## src/rtl/result_checker_pkg.sv

```systemverilog
// ============================================================================
// Module      : checker_pkg
// Description : Shared types, error codes and expected-result tables for the
//               writeback result checker.
// Revision    : 1.0 - initial release
// ============================================================================
`default_nettype none

package checker_pkg;

   typedef enum logic [1:0] {
      ST_IDLE = 2'b00,
      ST_RUN  = 2'b01,
      ST_PASS = 2'b10,
      ST_FAIL = 2'b11
   } state_t;

   localparam logic [1:0] ERR_NONE     = 2'b00;
   localparam logic [1:0] ERR_MISMATCH = 2'b01;
   localparam logic [1:0] ERR_TIMEOUT  = 2'b10;
   localparam logic [1:0] ERR_RESERVED = 2'b11;

   localparam logic [1:0] c_test_reserved = 2'b11;

   localparam logic [4:0] c_len_t0 = 5'd4;
   localparam logic [4:0] c_len_t1 = 5'd3;
   localparam logic [4:0] c_len_t2 = 5'd6;

   function automatic logic [4:0] exp_length(input logic [1:0] t);
      case (t)
         2'b00:   return c_len_t0;
         2'b01:   return c_len_t1;
         2'b10:   return c_len_t2;
         default: return 5'd0;
      endcase
   endfunction

   // Entries past a test's length read as zero; the FSM never reaches them.
   function automatic logic [15:0] exp_value(input logic [1:0] t, input logic [3:0] i);
      case ({t, i})
         6'b00_0000: return 16'h0005;
         6'b00_0001: return 16'h000A;
         6'b00_0010: return 16'h000F;
         6'b00_0011: return 16'h0014;
         6'b01_0000: return 16'h0001;
         6'b01_0001: return 16'h0002;
         6'b01_0010: return 16'h0003;
         6'b10_0000: return 16'h0003;
         6'b10_0001: return 16'h0007;
         6'b10_0010: return 16'h000A;
         6'b10_0011: return 16'h0004;
         6'b10_0100: return 16'hFFF9;
         6'b10_0101: return 16'h0000;
         default:    return 16'h0000;
      endcase
   endfunction

endpackage

`default_nettype wire

```

## src/rtl/result_checker_rom.sv

```systemverilog
// ============================================================================
// Module      : result_rom
// Description : Combinational lookup of expected result and sequence length.
// Revision    : 1.0 - initial release
// ============================================================================
`default_nettype none

module result_rom
   import checker_pkg::*;
#(
   parameter int CNT_W = 4
) (
   input  logic [1:0]       test,
   input  logic [CNT_W-1:0] idx,
   output logic [15:0]      exp_data,
   output logic [CNT_W:0]   exp_len
);

   always_comb begin
      exp_data = exp_value(test, 4'(idx));
      exp_len  = (CNT_W+1)'(exp_length(test));
   end

endmodule

`default_nettype wire

```

## config.mk

```make
export PLATFORM = sky130hd
export DESIGN_NAME = result_rom
export DESIGN_NICKNAME = d
export VERILOG_FILES = /design/src/rtl/result_checker_pkg.sv /design/src/rtl/result_checker_rom.sv
export SDC_FILE = /design/constraint.sdc
export NUM_CORES = 1
export LEC_CHECK = 0
export ABC_CLOCK_PERIOD_IN_PS = 1300
export CORE_AREA = 2 2 39 41
export DETAILED_ROUTE_END_ITERATION = 12
export DIE_AREA = 0 0 41 43
export GPL_ROUTABILITY_DRIVEN = 0
export PLACE_DENSITY = 0.65
export SLEW_MARGIN = 5
export SYNTH_ARGS = -nofsm -noshare
export SYNTH_HDL_FRONTEND = slang
export SYNTH_SLANG_ARGS = --single-unit
```

## constraint.sdc

```tcl
create_clock -name vclk -period 1.3
set_input_delay 0.195 -clock vclk [all_inputs]
set_output_delay 0.195 -clock vclk [all_outputs]
set_load 0.05 [all_outputs]
```

==> results.json, run 1 <==
{
  "synth-xor-area-share": 0,
  "min_from": "idx[2]",
  "finalSetupViolCount": 16,
  "synthMuxAreaShare": 0.0291,
  "rsz0062_at_grt": "yes",
  "synth_cells": 45,
  "power.density_nw_per_um2": 306,
  "drv_slew": 0,
  "die_area_um2": 1760,
  "violations": "negative setup slack",
  "synth_top_family_by_area": "buffers and inverters",
  "vias": 368,
  "finalPower_uw": 305,
  "ir_drop_v": 0.000190,
  "routed_wl_um": 1030,
  "post_drt_wl_per_cell_um": 11.8,
  "hpwl_um": 767,
  "drt_iter0_markers": 1,
  "critPathRequiredTime_ns": 1.11,
  "fin_ws_ns": -0.101,
  "die_y_um": 43,
  "nClkBuffers": 0,
  "max_cap_violations": 0,
  "ant_nets": 0,
  "antenna_found_initial": 0,
  "seqCellArea_um2": 0,
  "fin_crit_ns": 1.40,
  "design.seq.count": 0,
  "row_count": 14,
  "startpoint": "idx[1]",
  "final_cell_mix": "buf_12 (20), buf_4 (7), ha_1 (5), buf_6 (5), ha_4 (3)",
  "p_leak_uw": 0.000420,
  "grt_pass1_vias": 420,
  "fin_cells": 87,
  "layout.cells.most_common": "buf_12",
  "drt-pass1-iter-count": 3,
  "antenna_cells": 0,
  "ys_warn_count": 0,
  "cp_max_fo": 6,
  "syn-cell-area_um2": 344,
  "fmax_mhz": 714,
  "synth-simple-area-share": 0.218,
  "grt_pass1_wl_um": 1870,
  "drive_gt1_frac": 0.817,
  "cts_hold_buf": 0,
  "hold_slack_ns": 0.836,
  "synthAdderAreaFrac": 0.291,
  "critPathArrivalTime_ns": 1.21,
  "drc": 0,
  "grt_max_degree": 7,
  "track_usage": 0.149,
  "io_buffers": 25,
  "syn_to_final_growth_pct": 189,
  "viasPerCell": 4.23,
  "setup.worst_path.class": "in2out",
  "hold_path_class": "in2out",
  "core_um2": 1380,
  "fin_crit_sh": 1.08,
  "nets": 87,
  "end_kind": "output pin",
  "fp.dieW_um": 41,
  "status": "finished with violations",
  "initial_core_util": 0.249,
  "ioPinCount": 27,
  "hold_viol": 0,
  "synth_compound_area_frac": 0.113,
  "syn_avg_cell_area_um2": 7.65,
  "seq_area_frac_synth": 0,
  "overflow": 0,
  "cp-start-kind": "input port",
  "yosysUniqueCellTypes": 19,
  "placed_cells": 83
}
## worst max-delay path: stages
cell and delay [ns]:
buf_12 0.11, inv_12 0.04, ha_4 0.13, nand3_4 0.09, nor3_4 0.23, buf_6 0.14, buf_12 0.13, buf_12 0.14
## through the flow
stage | worst slack, ns | TNS [ns] | area (µm²) | util
finish | -0.101 | -0.927 | 996 | 0.720
global route | -0.155 | -1.81 | 996 | 0.720
CTS | -0.214 | -2.11 | 977 | 0.706
detailed placement | -0.564 | -9.52 | 858 | 0.620
global placement | -0.563 | -9.53 | 858 | 0.620
floorplan | -0.325 | -3.39 | 432 | -
## final cells by class
cell class / count / area [µm²]
Timing Repair Buffer: 38 / 569
Fill cell: 88 / 388
Tap cell: 16 / 20.0
Multi-Input combinational cell: 29 / 374
Inverter: 4 / 32.5
## cells in the mapped netlist
library cell  instances  area share
buf_4                12        0.26
ha_1                  8        0.29
inv_1                 4       0.044
nor2_1                4       0.044
a21oi_1               2       0.029
nor3_2                2       0.058
a211oi_1              1       0.022
a31oi_1               1       0.018
buf_6                 1       0.033
conb_1                1       0.011
mux2i_1               1       0.029
nand2_1               1       0.011
nand3_2               1       0.029
nor3b_1               1       0.022
nor4_1                1       0.018
o21a_1                1       0.022
o21bai_1              1       0.022
or2_1                 1       0.018
or2_2                 1       0.018
## routing by layer
layer	GRT usage	routed length [µm]
met5	0	0
met4	0	0
met3	0.0314	89
met2	0.259	578
met1	0.192	361
## power breakdown
group / internal, µW / leakage, µW / switching [µW]
clock: 0 / 0 / 0
sequential: 0 / 0 / 0
combinational: 141 / 0.000420 / 164
## worst paths after layout
path | endpoint | slack, ns | cells after the start
hold / removal | exp_data[4] | 0.84 | 4
setup / recovery | exp_data[7] | -0.10 | 8
## cells by family after synthesis
logic type | count (synthesis)
AND/OR/NAND/NOR | 12
buffers and inverters | 17
other | 1
AO/OA/AOI/OAI | 6
adder cells (fa/ha/maj) | 8
multiplexers | 1
## repair_timing
action	CTS	global route
resized for setup	36	17
pin swaps	8	7
buffers inserted	4	1
gates cloned	1	0
endpoints found under the hold margin	0	0
endpoints found under the setup margin	19	17
No activity file was read; power rests on OpenSTA's default activity.
==> run 2: changes to the inputs <==
--- a/config.mk
+++ b/config.mk
@@ -11,7 +11,6 @@
 export DIE_AREA = 0 0 41 43
 export GPL_ROUTABILITY_DRIVEN = 0
 export PLACE_DENSITY = 0.65
-export SLEW_MARGIN = 5
 export SYNTH_ARGS = -nofsm -noshare
 export SYNTH_HDL_FRONTEND = slang
 export SYNTH_SLANG_ARGS = --single-unit
==> results of run 2 <==
No change in the layout: final DEF, timing and power equal those of run 1.
==> run 3: changes to the inputs <==
--- a/config.mk
+++ b/config.mk
@@ -11,6 +11,7 @@
 export DIE_AREA = 0 0 41 43
 export GPL_ROUTABILITY_DRIVEN = 0
 export PLACE_DENSITY = 0.65
+export REMOVE_ABC_BUFFERS = 1
 export SYNTH_ARGS = -nofsm -noshare
 export SYNTH_HDL_FRONTEND = slang
 export SYNTH_SLANG_ARGS = --single-unit
==> run 3 against run 2 <==
The run still ends with negative setup slack left. Combinational power rose by 3%. Fmax rose by 1.8%. Sequential share of layout area unchanged. Worst setup slack improved by 0.024 ns. Via count increased by 8.7%. Hold slack gained 0.11 ns. Final cell count rose by 8.0%. Total power rose by 2.9%. Non-clock buffer count is 7 higher. Critical path depth unchanged. Critical endpoint is now exp_data[1]. Largest cell class unchanged. Highest routed layer unchanged.
==> results.json, run 3 (same netlist as run 1, synthesis figures left out) <==
{
  "setup.worst_path.class": "in2out",
  "ant_nets": 0,
  "drv_slew": 0,
  "fin_crit_sh": 1.06,
  "cp_max_fo": 4,
  "finalSetupViolCount": 10,
  "end_kind": "output pin",
  "io_buffers": 25,
  "critPathArrivalTime_ns": 1.18,
  "p_leak_uw": 0.000438,
  "grt_pass1_wl_um": 1590,
  "pre_cts_slack_ns": -0.538,
  "seqCellArea_um2": 0,
  "fmax_mhz": 726,
  "critPathRequiredTime_ns": 1.11,
  "die_area_um2": 1760,
  "hold_slack_ns": 0.949,
  "min_to": "exp_len[1]",
  "finalPower_uw": 314,
  "vias": 400,
  "layout.cells.most_common": "buf_12",
  "row_count": 14,
  "nets": 94,
  "cp-start-kind": "input port",
  "antenna_cells": 0,
  "fin_crit_ns": 1.38,
  "min_from": "test[1]",
  "routed_wl_um": 1010,
  "drive_gt1_frac": 0.808,
  "viasPerCell": 4.26,
  "post_drt_wl_per_cell_um": 10.7,
  "status": "finished with violations",
  "ioPinCount": 27,
  "hold_path_class": "in2out",
  "power.density_nw_per_um2": 310,
  "grt_max_degree": 7,
  "hold_depth": 4,
  "violations": "negative setup slack",
  "drc": 0,
  "ir_drop_v": 0.000162,
  "fp.dieW_um": 41,
  "fin_ws_ns": -0.0769,
  "max_cap_violations": 0,
  "drt-pass1-iter-count": 4,
  "track_usage": 0.123,
  "final_cell_mix": "buf_12 (17), buf_4 (13), buf_6 (7), ha_1 (4), ha_4 (4)",
  "syn_to_final_growth_pct": 195,
  "hold_viol": 0,
  "overflow": 0,
  "design.seq.count": 0,
  "finalSetupTns_ns": -0.299,
  "drt_iter0_markers": 4,
  "hpwl_um": 735,
  "antenna_found_initial": 0,
  "grt_pass1_vias": 365,
  "rsz0062_at_grt": "yes",
  "initial_core_util": 0.249,
  "nClkBuffers": 0,
  "core_um2": 1380,
  "fillers": 84,
  "die_y_um": 43
}
==> run 3: worst max-delay path by stage <==
stage            from           to  cells past startpoint
2_1_floorplan  idx[1]  exp_data[0]                      5
3_3_place_gp   idx[1]  exp_data[3]                      7
3_5_place_dp   idx[1]  exp_data[3]                      7
4_1_cts        idx[0]  exp_data[2]                      8
5_1_grt        idx[2]  exp_data[2]                      5
6_report       idx[0]  exp_data[1]                      8
==> run 3: report_power, final <==
part	internal (µW)	switching, µW	total [µW]
logic	154	159	314
clock network	0	0	0
registers	0	0	0
==> run 3: final cells by class <==
class,count,area [µm²],share of cell area
repair buffers,45,627,0.619
well taps,16,20.0,0.0198
multi-input cells,29,342,0.337
inverters,4,25.0,0.0247
==> run 3: timing repair <==
item,CTS,global route
buffers inserted,3,1
endpoints found under the setup margin,19,17
pin swaps,8,7
resized for setup,49,13
hold buffers,0,0
==> run 3: per-stage QoR <==
stage               instances  utilization  area (µm²)
floorplan                  33            -         246
global placement           90        0.589         815
detailed placement         90        0.589         815
CTS                        93        0.688         952
global route               94        0.732        1010
finish                     94        0.732        1010
==> run 3: layer usage <==
layer | vias to the layer above | wire [µm] | track usage | share of wire
li1 | 200 | - | - | -
met1 | 180 | 367 | 0.146 | 0.36
met2 | 20 | 562 | 0.238 | 0.56
met3 | 0 | 79 | 0.00524 | 0.078
met4 | 0 | 0 | 0 | 0
met5 | - | 0 | 0 | 0
==> run 3: critical path, stage by stage <==
cell     delay [ns]
buf_8          0.10
buf_6          0.12
buf_6          0.12
ha_4           0.15
nor3b_4        0.17
a21oi_2        0.05
nor2_2         0.12
buf_12         0.15
